[src/rtl/cdc_pkg.sv]
// cdc_pkg: shared FIFO read-mode enum and pointer-width helper
package cdc_pkg;

    typedef enum logic {
        FIFO_STD  = 1'b0,
        FIFO_FWFT = 1'b1
    } fifo_mode_e;

    // Pointer width: address bits plus one wrap bit.
    function automatic int ptr_width(input int depth);
        return $clog2(depth) + 1;
    endfunction

endpackage

[src/rtl/fifo_mem_2p.sv]
// fifo_mem_2p: DATA_WIDTH x DEPTH storage, one synchronous write port, one async read port
// Ports:
//   clk_i   - clock
//   we_i    - write enable
//   waddr_i - write address
//   wdata_i - write data
//   raddr_i - read address
//   rdata_o - read data (combinational from raddr_i)
// Contents are not reset.
module fifo_mem_2p #(
    parameter int DATA_WIDTH = 8,
    parameter int DEPTH      = 4,
    parameter int AW         = $clog2(DEPTH)
) (
    input  logic                  clk_i,
    input  logic                  we_i,
    input  logic [AW-1:0]         waddr_i,
    input  logic [DATA_WIDTH-1:0] wdata_i,
    input  logic [AW-1:0]         raddr_i,
    output logic [DATA_WIDTH-1:0] rdata_o
);

    logic [DATA_WIDTH-1:0] mem_q [DEPTH];

    always_ff @(posedge clk_i) begin
        if (we_i) mem_q[waddr_i] <= wdata_i;
    end

    assign rdata_o = mem_q[raddr_i];

endmodule

[src/rtl/sync_fifo_param.sv]
// sync_fifo_param: single-clock parametrised FIFO with count, almost flags, overflow/underflow pulses and optional FWFT
// Ports:
//   clk_i, rst_i        - clock, synchronous active-high reset
//   we_i, din_i, wrdy_o - write request, data, not-full
//   re_i, dout_o, rrdy_o- read request, data, not-empty
//   count_o             - stored entries
//   almost_full_o       - count_o >= AFULL_THRESH
//   almost_empty_o      - count_o <= AEMPTY_THRESH
//   overflow_o          - pulse after a write attempted while full
//   underflow_o         - pulse after a read attempted while empty
module sync_fifo_param
    import cdc_pkg::*;
#(
    parameter int DATA_WIDTH    = 8,
    parameter int DEPTH         = 4,
    parameter int FWFT          = 0,
    parameter int AFULL_THRESH  = 3,
    parameter int AEMPTY_THRESH = 1
) (
    input  logic                    clk_i,
    input  logic                    rst_i,
    input  logic                    we_i,
    input  logic [DATA_WIDTH-1:0]   din_i,
    output logic                    wrdy_o,
    input  logic                    re_i,
    output logic [DATA_WIDTH-1:0]   dout_o,
    output logic                    rrdy_o,
    output logic [$clog2(DEPTH):0]  count_o,
    output logic                    almost_full_o,
    output logic                    almost_empty_o,
    output logic                    overflow_o,
    output logic                    underflow_o
);

    localparam int PW = ptr_width(DEPTH);
    localparam int AW = PW - 1;
    localparam bit IS_FWFT = (FWFT == int'(FIFO_FWFT));
    localparam logic [PW-1:0] ONE  = PW'(1);
    localparam logic [PW-1:0] AF_T = PW'(AFULL_THRESH);
    localparam logic [PW-1:0] AE_T = PW'(AEMPTY_THRESH);

    if (DEPTH < 2 || (DEPTH & (DEPTH - 1)) != 0) begin : g_bad_depth
        $error("sync_fifo_param: DEPTH must be a power of 2 and >= 2");
    end
    if (AFULL_THRESH < 1 || AFULL_THRESH > DEPTH) begin : g_bad_af
        $error("sync_fifo_param: AFULL_THRESH out of range 1..DEPTH");
    end
    if (AEMPTY_THRESH < 0 || AEMPTY_THRESH > DEPTH - 1) begin : g_bad_ae
        $error("sync_fifo_param: AEMPTY_THRESH out of range 0..DEPTH-1");
    end
    if (FWFT != int'(FIFO_STD) && FWFT != int'(FIFO_FWFT)) begin : g_bad_mode
        $error("sync_fifo_param: FWFT must be 0 or 1");
    end

    logic [PW-1:0]         wr_ptr_q, wr_ptr_d, rd_ptr_q, rd_ptr_d, count_q, count_d;
    logic [DATA_WIDTH-1:0] dout_q, dout_d, mem_rdata;
    logic                  overflow_q, overflow_d, underflow_q, underflow_d;
    logic                  full, empty, wr_en, rd_en;

    // Full when the wrap bits differ but the addresses coincide.
    assign full  = (wr_ptr_q[AW] != rd_ptr_q[AW]) && (wr_ptr_q[AW-1:0] == rd_ptr_q[AW-1:0]);
    assign empty = (wr_ptr_q == rd_ptr_q);
    assign wr_en = we_i & ~full & ~rst_i;
    assign rd_en = re_i & ~empty & ~rst_i;

    always_comb begin
        wr_ptr_d    = rst_i ? '0 : wr_ptr_q + PW'(wr_en);
        rd_ptr_d    = rst_i ? '0 : rd_ptr_q + PW'(rd_en);
        count_d     = rst_i ? '0 :
                      (wr_en & ~rd_en) ? count_q + ONE :
                      (rd_en & ~wr_en) ? count_q - ONE : count_q;
        dout_d      = rst_i ? '0 : rd_en ? mem_rdata : dout_q;
        overflow_d  = ~rst_i & we_i & full;
        underflow_d = ~rst_i & re_i & empty;
    end

    always_ff @(posedge clk_i) begin
        wr_ptr_q    <= wr_ptr_d;
        rd_ptr_q    <= rd_ptr_d;
        count_q     <= count_d;
        dout_q      <= dout_d;
        overflow_q  <= overflow_d;
        underflow_q <= underflow_d;
    end

    fifo_mem_2p #(
        .DATA_WIDTH (DATA_WIDTH),
        .DEPTH      (DEPTH),
        .AW         (AW)
    ) u_mem (
        .clk_i   (clk_i),
        .we_i    (wr_en),
        .waddr_i (wr_ptr_q[AW-1:0]),
        .wdata_i (din_i),
        .raddr_i (rd_ptr_q[AW-1:0]),
        .rdata_o (mem_rdata)
    );

    assign wrdy_o         = ~full;
    assign rrdy_o         = ~empty;
    assign count_o        = count_q;
    assign almost_full_o  = count_q >= AF_T;
    assign almost_empty_o = count_q <= AE_T;
    assign overflow_o     = overflow_q;
    assign underflow_o    = underflow_q;
    // FWFT shows the head entry directly; standard mode shows the registered pop result.
    assign dout_o         = IS_FWFT ? mem_rdata : dout_q;

endmodule

[config.mk]
export PLATFORM = sky130hd
export DESIGN_NAME = sync_fifo_param
export DESIGN_NICKNAME = d
export VERILOG_FILES = /design/src/rtl/cdc_pkg.sv /design/src/rtl/fifo_mem_2p.sv /design/src/rtl/sync_fifo_param.sv
export SDC_FILE = /design/constraint.sdc
export NUM_CORES = 1
export LEC_CHECK = 0
export ABC_AREA = 1
export CAP_MARGIN = 10
export CORE_AREA = 2 2 68 103
export DETAILED_ROUTE_END_ITERATION = 8
export DIE_AREA = 0 0 70 105
export HOLD_SLACK_MARGIN = 0.12
export PLACE_DENSITY = 0.56
export REMOVE_ABC_BUFFERS = 1
export SLEW_MARGIN = 20
export SYNTH_ARGS = -nofsm -noshare
export SYNTH_HDL_FRONTEND = slang
export SYNTH_SLANG_ARGS = --single-unit
export TNS_END_PERCENT = 30
[constraint.sdc]
create_clock -name clk_i -period 3.55 [get_ports clk_i]
set_input_delay 0.71 -clock clk_i [delete_from_list [all_inputs] [get_ports clk_i]]
set_output_delay 0.71 -clock clk_i [all_outputs]
set_load 0.02 [all_outputs]
* Word-level counts from Yosys, hierarchy flattened
Memory sizes are Yosys's and may differ from the RTL's. A register that Yosys moved wholly into a read port is not among the register bits.
Cells that the tools add are included.
** Operators by class
- Magnitude comparators :: 2
- Div/mod/pow operators :: 0
- Equality and inequality tests :: 3
- Shifts and indexed selects :: 0
- Mux-type cells :: 4
- Reductions and logical operators :: 2
- Bitwise gates (word level) :: 15
- $add $sub $neg :: 4
- Multipliers :: 0
** Operator list (number)
- AND 1 bit :: 10
- adder 3 x 1 -> 3 bit :: 2
- 2-to-1 mux 3 bit :: 2
- inverter 1 bit :: 5
- adder 3 x 1 -> 3 bit (second input constant) :: 1
- == test 3 bit :: 1
- >= comparator 3 x 2 -> 1 bit (second input constant) :: 1
- less-or-equal comparator 3 x 1 -> 1 bit (second input constant) :: 1
- subtractor 3 x 1 -> 3 bit (second input constant) :: 1
- == test 2 bit :: 1
- 2-to-1 mux 1 bit :: 2
- nonzero test 2 bit :: 1
- logical AND 1 bit :: 1
- inequality test 1 bit :: 1
** Word-level totals
- Memory bits (read-only) :: 0
- Memories :: 1
- Flip-flop bits (word level) :: 11
- Bits of input ports :: 12
- Latch bits :: 0
- Memory bits (writable) :: 32
- Logic and storage cells :: 36
- Output and inout port bits :: 17
** Memories
- u_mem.mem_q :: words 4, bits a word 8, read ports 1, clocked after memory_dff 1, wr ports 1, RTL line fifo_mem_2p.sv:23 : logic [DATA_WIDTH-1:0] mem_q [DEPTH];

* Longest topological paths before layout
- Depth in word-level cells :: 9
- Mapped depth :: 12
- Gate-level depth less buffers :: 10

* Hierarchy
From an unflattened synthesis, not the netlist that was laid out.
** Unflattened totals
- Cell total of the unflattened synthesis :: 259
- Area total of the unflattened synthesis :: 2351.0 sq um
** By module, submodules not included
- fifo_mem_2p :: seq. area each 960.9 sq um, times used 1, area each 1387.6 sq um, cells each 133
- sync_fifo_param :: seq. area each 380.4 sq um, times used 1, area each 963.4 sq um, cells each 126

* Worst setup path before layout
No wires, ideal clock.
- Kind :: input to register
- From :: in rst_i
- To :: reg count_q[2] (netlist: count_o[2])
- Required time :: 3.428 ns
- Buffers on the path :: 2
- Stages :: 8
- Setup time :: 0.122 ns
- Data arrival time :: 1.825 ns
- Path slack :: 1.604 ns
- Cell sequence :: buf_2 > nor2_1 > nand2_4 > buf_6 > ha_1 > inv_1 > o21ai_0 > a21oi_1
** On the way
- Word-level cells in the longest chain between the ends :: 5
- Elaborated cells between the ends (all ways) :: 9
- Classes of those cells :: mux: 1; bitwise: 7; reduce/logical: 1
** Ends and longest elaborated chain
- start, declared :: RTL line sync_fifo_param.sv:21 : input logic rst_i,
- inverter 1 bit :: RTL line sync_fifo_param.sv:63, sync_fifo_param.sv:64
- AND 1 bit (on tied branches) :: RTL line sync_fifo_param.sv:64, sync_fifo_param.sv:63
- inverter 1 bit (on tied branches) :: RTL line sync_fifo_param.sv:70, sync_fifo_param.sv:71
- AND 1 bit (on tied branches) :: RTL line sync_fifo_param.sv:70, sync_fifo_param.sv:71
- 2-to-1 mux 3 bit or nonzero test 2 bit (tied branches)
- end signal, assigned :: RTL line sync_fifo_param.sv:80 : count_q <= count_d;
- end, declared :: RTL line sync_fifo_param.sv:55 : logic [PW-1:0] wr_ptr_q, wr_ptr_d, rd_ptr_q, rd_ptr_d, count_q, count_d;
Several ways; a longest one is shown, not always the timed one.
A chain may end at the register's enable or synchronous reset.

* Worst setup path in the final report
- From :: reg rd_ptr_q[1]
- To :: out wrdy_o
** On the way
- Word-level cells in the longest chain between the ends :: 3
** Ends and longest elaborated chain
- start, declared :: RTL line sync_fifo_param.sv:55
- start signal, assigned :: RTL line sync_fifo_param.sv:79 : rd_ptr_q <= rd_ptr_d;
- == test 2 bit :: RTL line sync_fifo_param.sv:61 : assign full = (wr_ptr_q[AW] != rd_ptr_q[AW]) && (wr_ptr_q[AW-1:0] == rd_ptr_q[AW-1:0]);
- logical AND 1 bit :: RTL line sync_fifo_param.sv:61
- inverter 1 bit :: RTL line sync_fifo_param.sv:99 : assign wrdy_o = ~full;
- end, declared :: RTL line sync_fifo_param.sv:24 : output logic wrdy_o,
No other way between the ends.

==> metrics.csv <==
stage;metric;value;unit
run_status;status;complete, no violations;
route;drt_iter0_drc;53;
critical_path;max_stage_delay;720;ps
clocking;cts_buffers;5;
global_routing;grt_pass1_vias;1464;
die;core-area;6400;sq um
power;cellLeakagePower;0.00107;uW
die;die_h;105;microns
sta;finalHoldViolCount;0;
critical_path;end_kind;primary output;
placement;numPortBuffers;28;
clocking;clockBufferDepth;2;
route;drt_first_pass_iters;4;
route;vias;1484;
die;rows;36;
power;p_per_area;467;nW/um^2
logic_synthesis;yosysWarnings;0;
global_routing;antenna_found_initial;0;
placement;routabilityCongestion;0.721;
clocking;cts_resized;0;
route;drcViolationCount;0;
logic_synthesis;syn_inst;223;
logic_synthesis;netlist_area;2200;sq um
final_layout;fin_cells;329;
logic_synthesis;ys_seq_elements;51;
critical_path;startpoint;rd_ptr_q[1]$_SDFF_PP0_;
clocking;numClockSinks;51;
logic_synthesis;synth-main-ff-cell;edfxtp_1;
critical_path;crit_type;reg -> out;
critical_path;startpoint_type;flop;
worst_hold_path;worstHoldStart;dout_o[1]$_SDFFE_PP0P_;
route;routed_wl;3.99;mm
final_layout;drive_above_1_share;0.0711;
sta;finClkSkew;7.21;ps
global_routing;use_met3;0.0280;
global_routing;grtUsageMet2;0.201;
sta;fin_crit_sh;0.770;
die;die-area;7350;sq um
power;p_sw;303;uW
power;pwr-share-seq;0.534;
final_layout;areaGrowthSynthToFinish;20.6;%
die;ios;29;
placement;hpwl;2.94;mm
final_layout;diodes;0;
power;clockPowerShare;0.332;
sta;period_needed;2730;ps
sta;slew_headroom;0.517;
clocking;cts_setup_buffers;0;
route;avgRoutedWirePerCell;12.1;microns
critical_path;crit_chain;nand2_1, nand2_2, nand4_1, clkdlybuf4s50_1;
logic_synthesis;yosysSeqAreaShare;0.610;
clocking;root_buffer;clkbuf_8;
critical_path;crit_fanout;19;
global_routing;use_met1;0.150;
worst_hold_path;hp-class;reg -> reg;
logic_synthesis;ys_types;21;
placement;place_area;2530;sq um
sta;final_max_slew_viol_count;0;
final_layout;final_nets;273;
sta;tns;0;ps
sta;finalSetupViolCount;0;
placement;dp_cells;321;
sta;worst_pin_slew;722;ps
critical_path;cp_slowest_cell;dfxtp_1;
die;die_x;70;microns
sta;max_freq;0.366;GHz
final_layout;fillers;669;
critical_path;cp.required;2840;ps
sta;rsz0062_at_grt;no;
final_layout;design_area;2650;sq um
logic_synthesis;async_flop_share;0;
power;vdd_drop_max;0.000201;V
critical_path;crit_family;flip-flops;
clocking;cts.clk_slew.worst_paths;100;ps
route;vias_per_cell;4.51;
logic_synthesis;syn_avg_cell_area;9.85;sq um
critical_path;reg2reg_from;rd_ptr_q[1]$_SDFF_PP0_;
power;netSwitchingFraction;0.245;
clocking;clk_latency;310;ps
global_routing;grt_max_degree;20;
logic_synthesis;synth_edf_count;32;
flow_run;cap_violations;0;
critical_path;worst-path-buf-inv;1;
global_routing;overflow;0;
power;p_int;935;uW
global_routing;track_usage;0.123;
clocking;tritoncts;done;
die;start_util;0.344;
route;ant_nets;0;
global_routing;busiest_layer;met2;
critical_path;arrival;2020;ps
clocking;cts_hold_buffers;0;
power;power_frac_comb;0.134;
sta;hold_ws;517;ps
clocking;h-tree-depth;2;
global_routing;grt_pass1_wl;7.00;mm
-- Yosys cell counts, types with 2 or more instances --
library cell | number | area (sq um)
buf_6 | 2 | 22.5
nor2_1 | 54 | 203
nand2_4 | 2 | 22.5
dfxtp_1 | 19 | 380
o21ai_1 | 3 | 15.0
inv_1 | 26 | 97.6
nand2_2 | 3 | 18.8
nand2_1 | 28 | 105
buf_2 | 5 | 25.0
xnor2_1 | 3 | 26.3
o21ai_0 | 26 | 130
edfxtp_1 | 32 | 961
ha_1 | 9 | 113
a21oi_1 | 4 | 20.0
-- flip-flops by register name, indices dropped and copies added (netlist names) --
| register | cells |
|---|---|
| u_mem.mem_q | 32 |
| count_o | 3 |
| underflow_o | 1 |
| wr_ptr_q | 3 |
| rd_ptr_q | 3 |
| dout_o | 8 |
| overflow_o | 1 |
-- cell type report --
type | count | area (sq um) | area share
timing repair buffer | 30 | 295 | 0.111
clock inverter | 3 | 47.5 | 0.0179
inverter | 28 | 110 | 0.0416
tap | 76 | 95.1 | 0.0359
clock buffer | 5 | 68.8 | 0.0260
sequential | 51 | 1340 | 0.506
multi-input combinational | 136 | 691 | 0.261
-- through the flow --
stage               setup slack [ps]  power (uW)  utilization
detailed placement               596         844        0.396
global route                     684        1300        0.414
CTS                              780        1250        0.414
finish                           815        1240        0.414
floorplan                       1460         771            -
global placement                 688         842        0.396
-- per-layer routing --
layer | vias to the layer above | wire length, microns
met3 | 8 | 144
li1 | 771 | -
met1 | 676 | 1740
met2 | 29 | 2000
met4 | 0 | 108
met5 | - | 0
-- logic make-up (layout without fill, tap and decap cells) --
| group | after synthesis | in the layout | share of synthesized area |
|---|---|---|---|
| flip-flops | 51 | 51 | 0.610 |
| buffers and inverters | 36 | 66 | 0.0752 |
| AND/OR/NAND/NOR | 90 | 90 | 0.172 |
| adder cells (fa/ha/maj) | 9 | 9 | 0.0513 |
| XOR/XNOR | 4 | 4 | 0.0159 |
| AO/OA/AOI/OAI | 33 | 33 | 0.0752 |
-- worst min-delay path, stage by stage, from the launching register on --
cell and delay (ps):
dfxtp_1 320, inv_1 50, nand2_1 40, nand2_1 50, nor2_1 30
-- power groups by stage --
| stage | Sequential [uW] | Combinational (uW) | Clock (uW) |
|---|---|---|---|
| CTS | 662 | 169 | 424 |
| floorplan | 689 | 81.8 | 0 |
| finish | 661 | 166 | 410 |
| detailed placement | 676 | 168 | 0 |
| global route | 665 | 189 | 444 |
| global placement | 675 | 167 | 0 |
-- worst paths after layout --
kind,depth (start not counted),slack (ps),end
hold / removal,4,520,dout_o[1]$_SDFFE_PP0P_
hold reg to reg,4,520,dout_o[1]$_SDFFE_PP0P_
setup / recovery,4,820,wrdy_o
setup reg to reg,6,1360,u_mem.mem_q[1][3]$_DFFE_PP_
-- cells in the final DEF, fill, tap and decap left out, drive strengths merged --
master,instances
ha,9
inv,29
clkdlybuf4s50,28
xnor2,3
dfxtp,19
nor3,1
clkinv,1
nand2,33
edfxtp,32
buf,2
clkbuf,5
a21oi,4
bufinv,1
nor2,54
nand3,1
o21ai,29
xor2,1
nand4,1
Power figures use the tool's default switching activity.
==> edit: new RTL, same settings <==
`DATA_WIDTH` is set to 8 in 2 places; all go to 12.
--- a/src/rtl/fifo_mem_2p.sv
+++ b/src/rtl/fifo_mem_2p.sv
@@ -8,7 +8,7 @@
 //   rdata_o - read data (combinational from raddr_i)
 // Contents are not reset.
 module fifo_mem_2p #(
-    parameter int DATA_WIDTH = 8,
+    parameter int DATA_WIDTH = 12,
     parameter int DEPTH      = 4,
     parameter int AW         = $clog2(DEPTH)
 ) (
--- a/src/rtl/sync_fifo_param.sv
+++ b/src/rtl/sync_fifo_param.sv
@@ -11,7 +11,7 @@
 module sync_fifo_param
     import cdc_pkg::*;
 #(
-    parameter int DATA_WIDTH    = 8,
+    parameter int DATA_WIDTH    = 12,
     parameter int DEPTH         = 4,
     parameter int FWFT          = 0,
     parameter int AFULL_THRESH  = 3,
Ports: changed (resized din_i and dout_o); port bits go from 29 to 37. No check against the original RTL was run, so the function may have changed too.
==> edit against the unedited design <==
First-iteration DRC count increased by 66%. Final area increased by 36%. Synthesized area increased by 34%. Sequential cell count increased by 20. Total power increased by 52%. Register-to-register slack improved by 0.08 ns. Clock skew increased by 0.00066 ns. Die area unchanged. Setup slack got worse by 0.093 ns. Routed wire length increased by 36%. Critical path depth increased by 1. Critical path type unchanged. Largest power group unchanged.
==> edit: results <==
set metrics [dict create \
    cts_max_level 3 \
    largest_reg_flops 48 \
    wl_met3_um 163 \
    p_leak_nw 1.46 \
    reg2reg_slack_ns 1.44 \
    path_clk_slew_ns 0.07 \
    met1_usage_pct 18.6 \
    worstPathMaxFanout 25 \
    status "complete, no violations" \
    synthAdderAreaFrac_pct 3.81 \
    cts_made_buffers 9 \
    via_per_inst 4.75 \
    combPwrFrac_pct 10.6 \
    ys_types 23 \
    met2WireLength_um 2920 \
    ys_seq_area_share_pct 64.4 \
    ir_drop_uv 323 \
    clock_skew_ns 0.00787 \
    wl_um 5410 \
    pg_clk_mw 0.760 \
    ff2ff_path_depth 10 \
    synth-edff-count 48 \
    p_int_mw 1.46 \
    relSlewSlack_pct 69.4 \
    wirelength_met1_um 2290 \
    startpoint "rd_ptr_q[0]$_SDFF_PP0_" \
    r2r_end "count_o[2]$_SDFFE_PP0P_" \
    place_congestion 0.709 \
    cp_top_family "buffers and inverters" \
    netlist_top_cells_area "edfxtp_1 49%, dfxtp_1 16%, nor2_1 9.4%" \
    dpl.hpwl_um 3420 \
    worst_path_max_delay_cell "clkdlybuf4s50_1" \
    synth-compound-area-share_pct 7.63 \
    whs_ns 0.512 \
    crit_path_max_incr_delay_ns 0.63 \
    synth_top_cells_by_count "74 x nor2_1, 48 x edfxtp_1, 38 x nand2_1" \
    grt_util_all_layers_pct 15.7 \
    firstDrtPassIters 4 \
    drive_gt1_share_pct 8.58 \
    nets 358 \
    grt_pass1_vias 1779 \
    clk_latency_ns 0.34 \
    critical_path_arrival_ns 2.12 \
    io_buffer_count 36 \
    grtUsageMet2_pct 26.9 \
    grt_start_max_net_pins 27 \
]
## edit: cell count changes after synthesis, sizes merged
cell	before	now
nand2	33	41
clkbuf	0	2
o21ai	29	41
inv	28	32
dfxtp	19	23
nor2	54	74
buf	8	10
edfxtp	32	48
## edit: cell type report
class,instances,area [sq um]
Sequential cell,71,1900
Timing Repair Buffer,43,413
Tap cell,76,95.1
Fill cell,586,2780
Clock inverter,6,109
Multi-Input combinational cell,176,846
Clock buffer,10,128
Inverter,32,123
## edit: metrics by stage
stage | area [sq um] | instances | power (mW) | worst slack (ns) | util (%)
after global placement | 3380 | 398 | 1.14 | 0.978 | 52.8
after floorplan | 2870 | 279 | 1.06 | 1.15 | -
after CTS | 3610 | 414 | 1.90 | 0.669 | 56.5
final | 3610 | 414 | 1.88 | 0.722 | 56.5
after detailed placement | 3380 | 398 | 1.15 | 0.946 | 52.8
after global routing | 3610 | 414 | 1.96 | 0.570 | 56.5
